===== config.mk =====
export PLATFORM = sky130hd
export DESIGN_NAME = fft_output_serializer
export DESIGN_NICKNAME = d
export VERILOG_FILES = /design/src/rtl/fft_pkg.sv /design/src/rtl/fft_frame_buffer.sv /design/src/rtl/fft_output_serializer.sv
export SDC_FILE = /design/constraint.sdc
export NUM_CORES = 1
export LEC_CHECK = 0
export CORE_AREA = 2 2 265 267
export DETAILED_ROUTE_END_ITERATION = 6
export DIE_AREA = 0 0 267 269
export GPL_ROUTABILITY_DRIVEN = 1
export PLACE_DENSITY = 0.64
export SKIP_CTS_REPAIR_TIMING = 1
export SYNTH_ARGS = -nofsm -noshare
export SYNTH_HDL_FRONTEND = slang
export SYNTH_HIERARCHICAL = 1
export SYNTH_SLANG_ARGS = --single-unit

===== constraint.sdc =====
create_clock -name clk -period 69.6 [get_ports clk]
set_clock_uncertainty 0.15 [all_clocks]
set_input_delay 10.44 -clock clk [delete_from_list [all_inputs] [get_ports clk]]
set_output_delay 10.44 -clock clk [all_outputs]
set_load 0.1 [all_outputs]

===== src/rtl/fft_pkg.sv =====
// Shared FFT definitions.
//   N_POINTS / LOG2_N : transform size and bin-index width
//   fft_state_e       : serializer state encoding (IDLE, STREAM)
//   ST_IDLE/ST_STREAM : plain-vector aliases of the state encoding
//   bitrev5()         : 5-bit index bit reversal (Stage5 order -> bin order)
package fft_pkg;

  localparam int N_POINTS = 32;
  localparam int LOG2_N   = 5;

  typedef enum logic [0:0] {
    IDLE   = 1'b0,
    STREAM = 1'b1
  } fft_state_e;

  localparam logic [0:0] ST_IDLE   = 1'b0;
  localparam logic [0:0] ST_STREAM = 1'b1;

  function automatic logic [LOG2_N-1:0] bitrev5(input logic [LOG2_N-1:0] idx);
    logic [LOG2_N-1:0] r;
    for (int b = 0; b < LOG2_N; b++) r[b] = idx[LOG2_N-1-b];
    return r;
  endfunction

endpackage


===== src/rtl/fft_frame_buffer.sv =====
// 32-entry complex frame store.
//   clk          : rising-edge clock
//   we           : load all 32 entries at once from the two buses
//   wr_real_bus  : entry k real at [k*DATA_WIDTH +: DATA_WIDTH]
//   wr_imag_bus  : entry k imaginary, same packing
//   rd_addr      : combinational read index
//   rd_real/imag : entry at rd_addr
// No reset: contents are only observed after a load.
module fft_frame_buffer
  import fft_pkg::*;
#(
  parameter int DATA_WIDTH = 8
) (
  input  logic                           clk,
  input  logic                           we,
  input  logic [N_POINTS*DATA_WIDTH-1:0] wr_real_bus,
  input  logic [N_POINTS*DATA_WIDTH-1:0] wr_imag_bus,
  input  logic [LOG2_N-1:0]              rd_addr,
  output logic [DATA_WIDTH-1:0]          rd_real,
  output logic [DATA_WIDTH-1:0]          rd_imag
);

  // Packed layout matches the bus packing, so a whole-frame load is a
  // plain vector copy.
  logic [N_POINTS-1:0][DATA_WIDTH-1:0] mem_re;
  logic [N_POINTS-1:0][DATA_WIDTH-1:0] mem_im;

  always_ff @(posedge clk) begin
    if (we) begin
      mem_re <= wr_real_bus;
      mem_im <= wr_imag_bus;
    end
  end

  assign rd_real = mem_re[rd_addr];
  assign rd_imag = mem_im[rd_addr];

endmodule


===== src/rtl/fft_output_serializer.sv =====
// Captures a parallel 32-point Stage5 result and streams it one bin per
// valid/ready handshake.
//   clk, reset        : rising-edge clock, synchronous active-high reset
//   stage5_finish     : one-cycle pulse, Stage5 buses valid this cycle
//   stage5_real_bus   : out k real at [k*DATA_WIDTH +: DATA_WIDTH]
//   stage5_imag_bus   : out k imaginary, same packing
//   out_valid/ready   : stream handshake
//   out_real/imag     : streamed sample (zero while idle)
//   out_index         : bin number, out_last marks bin 31
//   busy              : a frame is held / streaming
//   overflow          : one-cycle pulse, an incoming frame was dropped
// Build option: define FFT_OUT_BITREV_EN to read the buffer at bitrev5(cnt)
// (natural-order bins from bit-reversed Stage5 outputs); otherwise the
// buffer is read straight at cnt.
// INTEGER/FRACTION describe the fixed-point format only; data passes
// through untouched.
module fft_output_serializer
  import fft_pkg::*;
#(
  parameter int DATA_WIDTH = 8,
  parameter int INTEGER    = 4,
  parameter int FRACTION   = 4
) (
  input  logic                    clk,
  input  logic                    reset,
  input  logic                    stage5_finish,
  input  logic [32*DATA_WIDTH-1:0] stage5_real_bus,
  input  logic [32*DATA_WIDTH-1:0] stage5_imag_bus,
  output logic                    out_valid,
  input  logic                    out_ready,
  output logic [DATA_WIDTH-1:0]   out_real,
  output logic [DATA_WIDTH-1:0]   out_imag,
  output logic [4:0]              out_index,
  output logic                    out_last,
  output logic                    busy,
  output logic                    overflow
);

  localparam logic [LOG2_N-1:0] LAST_BIN = LOG2_N'(N_POINTS - 1);

  // Format metadata sanity hook; no hardware depends on it.
  if (INTEGER + FRACTION > DATA_WIDTH) begin : g_fmt_wider_than_word
  end

  logic [0:0]            state;
  logic [LOG2_N-1:0]     cnt;
  logic [LOG2_N-1:0]     rd_addr;
  logic [DATA_WIDTH-1:0] rd_real;
  logic [DATA_WIDTH-1:0] rd_imag;
  logic                  hs;
  logic                  hs_last;
  logic                  capture;

  assign hs      = out_valid & out_ready;
  assign hs_last = hs & (cnt == LAST_BIN);
  // A new frame is accepted when idle, or exactly as the final bin leaves
  // (back-to-back frames without a bubble). Reset wins over a same-cycle pulse.
  assign capture = stage5_finish & ~reset & ((state == ST_IDLE) | hs_last);

`ifdef FFT_OUT_BITREV_EN
  assign rd_addr = bitrev5(cnt);
`else
  assign rd_addr = cnt;
`endif

  fft_frame_buffer #(
    .DATA_WIDTH (DATA_WIDTH)
  ) u_buf (
    .clk         (clk),
    .we          (capture),
    .wr_real_bus (stage5_real_bus),
    .wr_imag_bus (stage5_imag_bus),
    .rd_addr     (rd_addr),
    .rd_real     (rd_real),
    .rd_imag     (rd_imag)
  );

  always_ff @(posedge clk) begin
    if (reset) begin
      state    <= ST_IDLE;
      cnt      <= '0;
      overflow <= 1'b0;
    end else begin
      overflow <= 1'b0;
      case (state)
        ST_IDLE: begin
          if (stage5_finish) begin
            state <= ST_STREAM;
            cnt   <= '0;
          end
        end
        default: begin
          if (hs) begin
            if (cnt == LAST_BIN) begin
              cnt   <= '0;
              state <= stage5_finish ? ST_STREAM : ST_IDLE;
            end else begin
              cnt <= cnt + 1'b1;
            end
          end
          // Any pulse that is not the seamless hand-over drops the new frame.
          if (stage5_finish && !hs_last) overflow <= 1'b1;
        end
      endcase
    end
  end

  // Buffer contents are undefined until the first capture, so data is
  // gated to zero outside STREAM.
  assign out_valid = (state == ST_STREAM);
  assign busy      = out_valid;
  assign out_index = cnt;
  assign out_last  = out_valid & (cnt == LAST_BIN);
  assign out_real  = out_valid ? rd_real : '0;
  assign out_imag  = out_valid ? rd_imag : '0;

endmodule


=== Yosys cells after proc, flatten, opt, wreduce, memory -nomap -nowiden ===
Index checks and enable logic that the tools add are counted.

* Input bits: 516
* Logic and storage cells: 99
* Output and inout bits: 25
* Flip-flop bits (word level): 519

* Bitwise operators: 8
* Add/sub/neg operators: 1
* Magnitude comparators: 1
* Equality and inequality tests: 2
* Mux-type cells: 15
* Reductions and logical operators: 5

{| class="wikitable"
|+ Operator list
! cell !! count
|-
| binary-select mux 8 bit (select 5 bit) || 2
|-
| 2-to-1 mux 8 bit || 4
|-
| 2-to-1 mux 5 bit || 4
|-
| < comparator 5 x 6 -> 1 bit (second input constant) || 1
|-
| adder 5 x 1 -> 5 bit (second input constant) || 1
|-
| bitwise AND 1 bit || 5
|-
| == test 5 bit (second input constant) || 1
|-
| 2-to-1 mux 1 bit || 5
|-
| != test 2 x 1 -> 1 bit (second input constant) || 1
|-
| inverter 1 bit || 2
|-
| AND reduction 2 bit || 1
|-
| nonzero test 2 bit || 1
|-
| OR reduction 2 bit || 1
|-
| logical AND 1 bit || 1
|-
| zero test 1 bit || 1
|-
| OR 1 bit || 1
|}

=== Depth between registers and ports, before layout ===
Gate-level depths: netlist of the first run.

* Depth in word-level cells: 5
* Depth in mapped cells: 9
* Gate-level depth less buffers: 6

=== Hierarchy ===
The synthesis of the first run kept the hierarchy.

{| class="wikitable"
|+ Modules (own cells, without submodules)
! module !! seq. area each (sq um) !! instances !! cells an instance !! area each (sq um)
|-
| fft_frame_buffer || 15374.7 || 1 || 1081 || 20004.2
|-
| fft_output_serializer || 140.1 || 1 || 54 || 475.5
|}

=== Worst setup path before layout of the first run ===
Ideal clock, no wire load.

* Path kind: input -> register
* Start point: input reset
* End point: register u_buf/mem_im[0] in the netlist's numbering (enable)
* Path buffers: 0
* Slack: 32.777 ns
* Cell stages on the path: 2
* Arrival: 35.114 ns
* Required time: 67.891 ns
* Setup time: 1.559 ns
* Cells stage by stage: nand2b_1 -> a21oi_1

* Longest elaborated chain between the ends: 3

{| class="wikitable"
|+ RTL lines
! element !! line !! RTL
|-
| start, declared || fft_output_serializer.sv:25 || <nowiki>input logic reset,</nowiki>
|-
| inverter 1 bit || fft_output_serializer.sv:58 || <nowiki>assign capture = stage5_finish & ~reset & ((state == ST_IDLE) | hs_last);</nowiki>
|-
| bitwise AND 1 bit (2 in a row) || fft_output_serializer.sv:58 ||
|-
| via capture || fft_output_serializer.sv:52 || <nowiki>logic capture;</nowiki>
|-
| end signal, assigned || fft_frame_buffer.sv:31 || <nowiki>mem_im <= wr_imag_bus;</nowiki>
|-
| end, declared || fft_frame_buffer.sv:26 || <nowiki>logic [N_POINTS-1:0][DATA_WIDTH-1:0] mem_im;</nowiki>
|}

The timed path passes the listed nets, and every way through them passes these cells.
A chain may end at the register's enable or synchronous reset.

=== Worst setup path after layout of the first run ===
* Start point: register cnt[0], in the netlist out_index[0]
* End point: output out_real[4]

* Longest elaborated chain between the ends: 3

{| class="wikitable"
|+ RTL lines
! element !! line !! RTL
|-
| start, declared || fft_output_serializer.sv:46 || <nowiki>logic [LOG2_N-1:0] cnt;</nowiki>
|-
| start signal, assigned || fft_output_serializer.sv:98 || <nowiki>cnt <= cnt + 1'b1;</nowiki>
|-
| binary-select mux 8 bit (select 5 bit) || fft_frame_buffer.sv:35 || <nowiki>assign rd_real = mem_re[rd_addr];</nowiki>
|-
| 2-to-1 mux 8 bit (implied by the code) || fft_frame_buffer.sv:35 ||
|-
| via rd_real[4] || fft_output_serializer.sv:48 || <nowiki>logic [DATA_WIDTH-1:0] rd_real;</nowiki>
|-
| 2-to-1 mux 8 bit || fft_output_serializer.sv:114 || <nowiki>assign out_real = out_valid ? rd_real : '0;</nowiki>
|-
| end, declared || fft_output_serializer.sv:31 || <nowiki>output logic [DATA_WIDTH-1:0] out_real,</nowiki>
|}

The timed path passes the listed nets, and every way through them passes these cells. The select of a mux whose other input is x is not followed.

==> impl_metrics.csv, run 1 <==
group,metric,value,unit
synth,area_of_the_mapped_netlist,0.02048,sq mm
route,route.detailed.vias_per_inst,4.602,
sta,achievable-frequency,63.01,MHz
synth,yosys_register_bits,519,
clocking,clock-root-buffer,"clkbuf_16",
synth,share_of_the_synthesized_area_in_the_top_cell_type,0.7507,
clocking,clock_tree.htree_level_count,2,
route,dr.pass1.iters,5,
hold_path,min_path_type,"register to register",
worst_setup_path,worstSetupEndpointType,"output pin",
worst_setup_path,crit_required,59.01,ns
clocking,cts_buffers,54,
route,route.final.wire_length,62.61,mm
route,avgRoutedWirePerCell,23.42,microns
synth,synth_compound_gate_area_share,0.05340,
worst_setup_path,cp-start-kind,"register",
global_routing,track_usage,0.1684,
synth,postSynthNetCount,1654,
floorplan,die-height,269,microns
sta,finalHoldViolations,0,
sta,max-slew-margin-rel,0.2039,
floorplan,initial_utilization,0.2955,
route,via_count,12300,
synth,synth.avg_cell_area,18.04,sq um
clocking,cts.sink_count,519,
worst_setup_path,criticalPathCategory,"register to output pin",
route,drtAntennaViolNets,0,
synth,synth_sequential_area_ratio,0.7576,
power,power_leakage,9.134,nW
finish,nets,2201,
placement,numPortBuffers,540,
synth,post_synthesis_simple_gate_area_fraction,0.03360,
floorplan,die-width,267,microns
sta,setup_total_negative_slack,0,ns
sta,worst-slew-pin-transition,1.190,ns
floorplan,num_rows,97,
synth,synth_cell_types,32,
clocking,tritoncts_clock_tree,"yes",
clocking,clk_pin_slew_worst_paths,0.06,ns
placement,post-place-ws,54.16,ns
synth,cell_accounting_for_the_most_synthesized_area,"edfxtp_1",
global_routing,first_pass_grt_wire_length,86.34,mm
synth,synth_top_family_by_area,"multiplexers",
synth,synthTopCellsByArea,"edfxtp_1 (75%), mux2i_1 (13%), a22oi_1 (2.3%)",
synth,yosys_warnings,6,
sta,grt_setup_unrepaired,"no",
global_routing,largest_net_degree_at_the_start_of_global_routing,88,
floorplan,ioPinCount,541,
synth,post_synthesis_cells,1135,
hold_path,min_from,"busy",
run_status,outcome,"finished clean",
worst_setup_path,critPathLaunch,"out_index[0]",
run,max_cap_violations,0,
synth,post_synth_xor_area_fraction,0,
sta,setup_slack,53.73,ns
route,first_iter_violations,1033,
worst_setup_path,worst_r2r_startpoint,"out_index[0]",
worst_setup_path,arrival,5.28,ns
route,drc,0,
global_routing,global_route.overflow_total,0,
global_routing,grt_antenna_before_repair,11,
power,power_per_standard_cell_area,25.11,mW/mm^2
worst_setup_path,path_max_fanout,45,
floorplan,core_area,0.06930,sq mm
sta,post-route-min-period,15.87,ns
clocking,clockBufferDepth,3,
floorplan,floorplan.die_area,0.07182,sq mm
sta,layout_worst_path_cycle_share,0.2280,
finish,syn_to_final_growth,39.14,%
sta,setup_viol,0,
sta,final_max_slew_viol_count,0,
power,ir_worst_vdd,0.01877,mV
finish,final_util,0.4112,
placement,routabilityCongestion,0.7836,
placement,dpl.hpwl,45.26,mm
clocking,clk_latency,0.59,ns
synth,post_synth_fa_ha_maj_area_fraction,0.001833,
finish,layout_cells_sized_above_1,0.06134,
synth,post_synth_mux_area_share,0.1266,
global_routing,first_global_vias,12990,
-- cells in the final DEF (no fill, tap or decap), drive strengths merged, types with 20 or more instances in the layout --
cell	n
nand2	35
clkbuf	78
nand3	33
clkdlybuf4s50	540
a22oi	64
a22o	32
edfxtp	512
mux2i	258
a21oi	35
buf	20
-- through the flow --
stage	instance area (sq um)	hold slack, ns	std cells	total power, mW
after floorplan	20480	0.8539	1135	0.4050
after global placement	26690	0.5074	2566	0.4292
after detailed placement	26690	0.5345	2566	0.4304
after CTS	28480	0.5437	2668	0.7233
after global routing	28500	0.6143	2673	0.7391
final	28500	0.5429	2673	0.7156
-- worst max-delay path, stage by stage, from the launching register on --
cell and delay, ns:
dfxtp_4 0.85, buf_4 0.69, buf_4 0.69, mux2i_1 0.25, a22oi_1 0.10, a31oi_1 0.59, nand3_1 0.18, and2_1 0.21
clkdlybuf4s50_1 0.97
-- layout make-up --
class                           instances  area [sq um]
Clock inverter                         24         274.0
Fill cell                            6233         40800
Tap cell                              940          1176
Multi-Input combinational cell        547          4444
Antenna cell                            5         12.51
Clock buffer                           78          1515
Sequential cell                       519         15520
Timing Repair Buffer                  560          5555
-- final timing paths --
kind | end | slack, ns | depth (start not counted)
setup / recovery | out_real[4] | 53.73 | 8
hold / removal | busy | 0.54 | 2
hold reg to reg | busy | 0.54 | 2
setup reg to reg | u_buf/mem_im[17] | 63.01 | 10
-- metal layers --
metal  GRT usage  part of all wire  vias to the layer above
met2      0.2848              0.49                      477
met3     0.04438             0.076                      106
li1            -                 -                     5640
met4     0.05572             0.029                       10
met1      0.2096              0.41                     6069
met5           0           0.00091                        -
-- where the power goes --
group | leakage, nW | total (mW) | switching, mW | internal (mW)
Sequential | 4.80 | 0.362 | 0.00370 | 0.358
Clock | 0.866 | 0.292 | 0.119 | 0.173
Combinational | 3.47 | 0.0617 | 0.0268 | 0.0349
Total | 9.13 | 0.716 | 0.150 | 0.566
-- kinds of logic (layout without fill, tap and decap cells) --
logic type | Yosys count | count (layout)
other | 0 | 5
adder cells (fa/ha/maj) | 3 | 3
flip-flops | 519 | 519
multiplexers | 259 | 259
AO/OA/AOI/OAI | 152 | 152
AND/OR/NAND/NOR | 133 | 133
buffers and inverters | 69 | 662
-- Yosys cell counts --
library cell	instances
a21oi_1	35
a22o_1	32
a22oi_1	64
a311oi_1	1
a311oi_2	1
a31oi_1	16
a32oi_1	2
a41oi_2	1
and2_1	18
and3_1	1
and3b_4	1
and4b_1	1
buf_12	5
buf_2	19
buf_4	20
buf_6	6
buf_8	6
clkbuf_1	13
dfxtp_1	7
edfxtp_1	512
ha_1	3
mux2_2	1
mux2i_1	258
nand2_1	35
nand2b_1	4
nand3_1	33
nand4_1	16
nor2_1	4
nor2_4	1
nor2b_1	2
nor3_1	16
or2_1	1
-- registers in the layout, summed over array words and instances (netlist names) --
register,flops
u_buf/mem_im,256
u_buf/mem_re,256
out_index,5
busy,1
overflow,1
(Power assumes the default switching activity.)
==> run 2: changes to the inputs <==
==> constraint.sdc (replaced) <==
create_clock -name clk -period 15.58 [get_ports clk]
set_clock_uncertainty 0.15 [all_clocks]
set_input_delay 2.337 -clock clk [delete_from_list [all_inputs] [get_ports clk]]
set_output_delay 2.337 -clock clk [all_outputs]
set_load 0.1 [all_outputs]
==> impl_metrics.csv, run 2 (same netlist as run 1, synthesis figures left out) <==
group,metric,value,unit
run_status,outcome,"finished clean",
worst_setup_path,cp-start-kind,"register",
floorplan,core_area,0.06930,sq mm
clocking,clock_tree.htree_level_count,2,
sta,max-slew-margin-rel,0.1244,
placement,routabilityCongestion,0.8171,
finish,nets,2204,
worst_setup_path,timing.critical_path.cells,"buf_4 > buf_12 > mux2i_1 > a22oi_1 > a31oi_1 > nand3_1 > and2_1 > clkdlybuf4s50_1",
worst_setup_path,arrival,5.61,ns
route,route.detailed.vias_per_inst,4.651,
worst_setup_path,slowest_delay,0.98,ns
floorplan,die-width,267,microns
finish,final_common_cell,"clkdlybuf4s50_1",
placement,place.detailed.instances,2567,
finish,final_cell_count_no_fill,2677,
sta,setup_slack,7.479,ns
global_routing,first_global_vias,13160,
global_routing,grt_antenna_before_repair,13,
sta,setup_viol,0,
placement,numPortBuffers,540,
clocking,cts_buffers,56,
placement,post-place-ws,8.128,ns
power,power_per_standard_cell_area,113.2,mW/mm^2
clocking,cts.sink_count,519,
worst_setup_path,criticalPathCategory,"register to output pin",
global_routing,global_route.overflow_total,0,
power,ir_worst_vdd,0.08956,mV
worst_setup_path,path_max_fanout,112,
route,drc,0,
sta,post-route-min-period,8.101,ns
finish,most_frequent_cells_in_the_layout,"clkdlybuf4s50_1 (540), edfxtp_1 (512), mux2i_1 (258), a22oi_1 (64), clkbuf_16 (57)",
global_routing,first_pass_grt_wire_length,88.27,mm
sta,final_max_slew_viol_count,0,
power,power_leakage,9.173,nW
worst_setup_path,crit_required,13.09,ns
finish,layout_cells_sized_above_1,0.06582,
global_routing,largest_net_degree_at_the_start_of_global_routing,113,
sta,timing.hold.ws,0.5972,ns
finish,syn_to_final_growth,39.55,%
floorplan,die-height,269,microns
clocking,tritoncts_clock_tree,"yes",
worst_setup_path,critPathSlowestCell,"clkdlybuf4s50_1",
sta,achievable-frequency,123.4,MHz
route,drtAntennaViolNets,0,
floorplan,floorplan.die_area,0.07182,sq mm
floorplan,initial_utilization,0.2955,
clocking,clk_latency,0.59,ns
sta,setup_total_negative_slack,0,ns
global_routing,track_usage,0.1719,
route,via_count,12450,
hold_path,min_path_type,"register to register",
floorplan,ioPinCount,541,
route,first_iter_violations,889,
finish,post_layout_instance_area,0.02858,sq mm
route,route.final.wire_length,63.88,mm
worst_setup_path,rrSetupSlack,9.36,ns
sta,finalHoldViolations,0,
sta,layout_worst_path_cycle_share,0.5200,
placement,dpl.hpwl,46.00,mm
placement,dpl-instance-area,0.02671,sq mm
sta,grt_setup_unrepaired,"no",
clocking,clock-root-buffer,"clkbuf_16",
floorplan,num_rows,97,
worst_setup_path,worstSetupEndpointType,"output pin",
route,avgRoutedWirePerCell,23.86,microns
run,max_cap_violations,0,
clocking,clk_pin_slew_worst_paths,0.06,ns
sta,worst-slew-pin-transition,1.303,ns
clocking,clockBufferDepth,3,
route,dr.pass1.iters,5,
## run 2: final cells by class
| class | instances | area, sq um |
|---|---|---|
| Timing Repair Buffer | 561 | 5575 |
| Multi-Input combinational cell | 547 | 4444 |
| Sequential cell | 519 | 15520 |
| Fill cell | 6227 | 40720 |
| Clock inverter | 38 | 389.1 |
| Antenna cell | 5 | 12.51 |
| Clock buffer | 67 | 1464 |
| Tap cell | 940 | 1176 |
## run 2: path summary, 6_finish.rpt
| check | start | to | cells after the start |
|---|---|---|---|
| worst max-delay path | out_index[0] | out_real[0] | 8 |
| worst min-delay path | busy | busy | 2 |
| worst max register to register | out_index[0] | u_buf/mem_im[54] | 9 |
| worst min register to register | busy | busy | 2 |
## run 2: through the flow
stage,power [mW],utilization
2_1_floorplan,1.768,-
3_3_place_gp,1.919,0.3855
3_5_place_dp,1.924,0.3855
4_1_cts,3.275,0.4122
5_1_grt,3.343,0.4123
6_report,3.236,0.4124
## run 2: power breakdown
| part | switching [mW] | leakage (nW) | internal [mW] |
|---|---|---|---|
| Sequential | 0.0185 | 4.80 | 1.60 |
| Combinational | 0.119 | 3.48 | 0.156 |
| Clock | 0.556 | 0.899 | 0.788 |
| Total | 0.693 | 9.17 | 2.54 |
## run 2: layer usage
metal | vias up | track usage | routed length, microns
met5 | - | 0 | 38
met4 | 6 | 0.05800 | 1754
met3 | 107 | 0.04566 | 4817
met2 | 504 | 0.2979 | 32000
met1 | 6168 | 0.2074 | 25270
li1 | 5667 | - | -
## run 2: worst max-delay path, delay by kind of cell (launching register included)
family                 cells  cell delay [ns]
DFF                        1             0.90
muxes                      1             0.27
and+or+nand+nor            2             0.36
AOI/OAI and AO/OA          2             0.69
buffers and inverters      3             2.48
==> run 3: changes to the inputs <==
==> constraint.sdc (replaced) <==
create_clock -name clk -period 7.95 [get_ports clk]
set_clock_uncertainty 0.15 [all_clocks]
set_input_delay 1.1925 -clock clk [delete_from_list [all_inputs] [get_ports clk]]
set_output_delay 1.1925 -clock clk [all_outputs]
set_load 0.1 [all_outputs]
==> impl_metrics.csv, run 3 (same netlist as run 1, synthesis figures left out) <==
group,metric,value,unit
hold_path,min_from,"out_index[2]",
floorplan,ioPinCount,541,
worst_setup_path,timing.reg2reg.worst_path_depth,6,
floorplan,initial_utilization,0.2955,
placement,place.detailed.instances,2565,
run_status,outcome,"finished clean",
power,ir_worst_vdd,0.1512,mV
finish,syn_to_final_growth,39.21,%
route,route.final.wire_length,63.52,mm
hold_path,worst_hold_path.endpoint,"out_index[2]",
clocking,clk_pin_slew_worst_paths,0.06,ns
run,max_cap_violations,0,
finish,nets,2202,
clocking,tritoncts_clock_tree,"yes",
sta,setup_viol,0,
placement,numPortBuffers,540,
route,drc,0,
clocking,clk_latency,0.61,ns
global_routing,largest_net_degree_at_the_start_of_global_routing,181,
worst_setup_path,crit_required,6.61,ns
global_routing,first_global_vias,12810,
route,first_iter_violations,902,
clocking,cts_buffers,56,
sta,post-route-min-period,6.024,ns
floorplan,die-width,267,microns
floorplan,floorplan.die_area,0.07182,sq mm
hold_path,min_path_type,"register to register",
worst_setup_path,critPathLaunch,"out_index[0]",
sta,layout_worst_path_cycle_share,0.7578,
worst_setup_path,worstSetupEndpointType,"output pin",
worst_setup_path,criticalPathCategory,"register to output pin",
sta,grt_setup_unrepaired,"no",
sta,setup_total_negative_slack,0,ns
worst_setup_path,worst_r2r_startpoint,"out_index[0]",
clocking,clock_tree.htree_level_count,2,
floorplan,die-height,269,microns
sta,achievable-frequency,166.0,MHz
global_routing,grt_antenna_before_repair,11,
route,drtAntennaViolNets,0,
global_routing,first_pass_grt_wire_length,86.55,mm
global_routing,global_route.overflow_total,0,
finish,layout_cells_sized_above_1,0.06478,
route,dr.pass1.iters,5,
hold_path,min_path_cells,1,
placement,routabilityCongestion,0.8155,
power,power_per_standard_cell_area,216.5,mW/mm^2
global_routing,track_usage,0.1697,
worst_setup_path,path_max_fanout,41,
clocking,clock-root-buffer,"clkbuf_16",
finish,final_common_cell,"clkdlybuf4s50_1",
sta,worst-slew-pin-transition,1.228,ns
sta,max-slew-margin-rel,0.1814,
floorplan,core_area,0.06930,sq mm
placement,dpl.hpwl,45.88,mm
clocking,cts.sink_count,519,
clocking,clockBufferDepth,3,
finish,fill_cells,6206,
route,route.detailed.vias_per_inst,4.609,
route,avgRoutedWirePerCell,23.72,microns
finish,most_frequent_cells_in_the_layout,"clkdlybuf4s50_1 (540), edfxtp_1 (512), mux2i_1 (258), a22oi_1 (64), clkbuf_16 (56)",
worst_setup_path,rrSetupSlack,4.19,ns
floorplan,num_rows,97,
worst_setup_path,arrival,4.68,ns
power,power_leakage,9.122,nW
worst_setup_path,r2r_end,"u_buf/mem_re[147]",
sta,finalHoldViolations,0,
finish,final_cell_count_no_fill,2678,
route,via_count,12340,
worst_setup_path,cp-start-kind,"register",
sta,final_max_slew_viol_count,0,
[run 3: cell count changes in the layout (fill, tap and decap cells not counted), sizes merged]
cell	delta
buf	-2
inv	-4
diode	+4
clkbuf	-2
clkinv	+8
clkinvlp	+1
bufinv	-4
[run 3: cell type report]
class	count	area [sq um]	share of cell area
timing repair buffer	559	5598	0.1963
clock inverter	39	300.3	0.01053
clock buffer	65	1435	0.05034
multi-input combinational	547	4449	0.1561
tap	940	1176	0.04125
antenna	9	22.52	0.0007900
sequential	519	15530	0.5447
[run 3: worst max-delay path by stage]
stage / endpoint / cells after the start / slack, ns
finish: out_imag[1] / 9 / 1.93
global route: out_imag[1] / 9 / 1.70
CTS: out_imag[1] / 9 / 1.88
detailed placement: out_imag[3] / 8 / 2.55
global placement: out_imag[3] / 8 / 2.56
floorplan: u_buf/mem_im[0] / 2 / -2.50
[run 3: stage by stage]
stage | hold slack, ns | cell area [sq um] | power, mW | setup WS [ns] | util
CTS | 0.4140 | 28490 | 6.236 | 1.875 | 0.4111
global route | 0.4334 | 28510 | 6.372 | 1.701 | 0.4114
detailed placement | 0.4096 | 26750 | 3.771 | 2.549 | 0.3860
finish | 0.4190 | 28510 | 6.173 | 1.926 | 0.4114
global placement | 0.3920 | 26750 | 3.762 | 2.559 | 0.3860
floorplan | 0.5397 | 20510 | 3.464 | -2.501 | -
[run 3: worst max-delay path, cell delays in order, from the launching register on]
cell and delay, ns:
dfxtp_4 0.80, buf_4 0.61, buf_4 0.42, mux2i_1 0.12
a22o_1 0.24, nor3_1 0.28, a31oi_1 0.14, nand3_1 0.10
and2_1 0.15, clkdlybuf4s50_1 1.14
[run 3: metal layers]
layer	wire (microns)	up-vias	track usage
li1	-	5663	-
met1	25260	6071	0.2108
met2	31630	518	0.2884
met3	4898	88	0.04009
met4	1714	2	0.06195
met5	14	-	0
[run 3: power breakdown]
group | internal [mW] | total, mW | switching (mW)
combinational | 0.306 | 0.542 | 0.235
sequential | 3.13 | 3.17 | 0.0336
clock | 1.39 | 2.46 | 1.07
total | 4.83 | 6.17 | 1.34
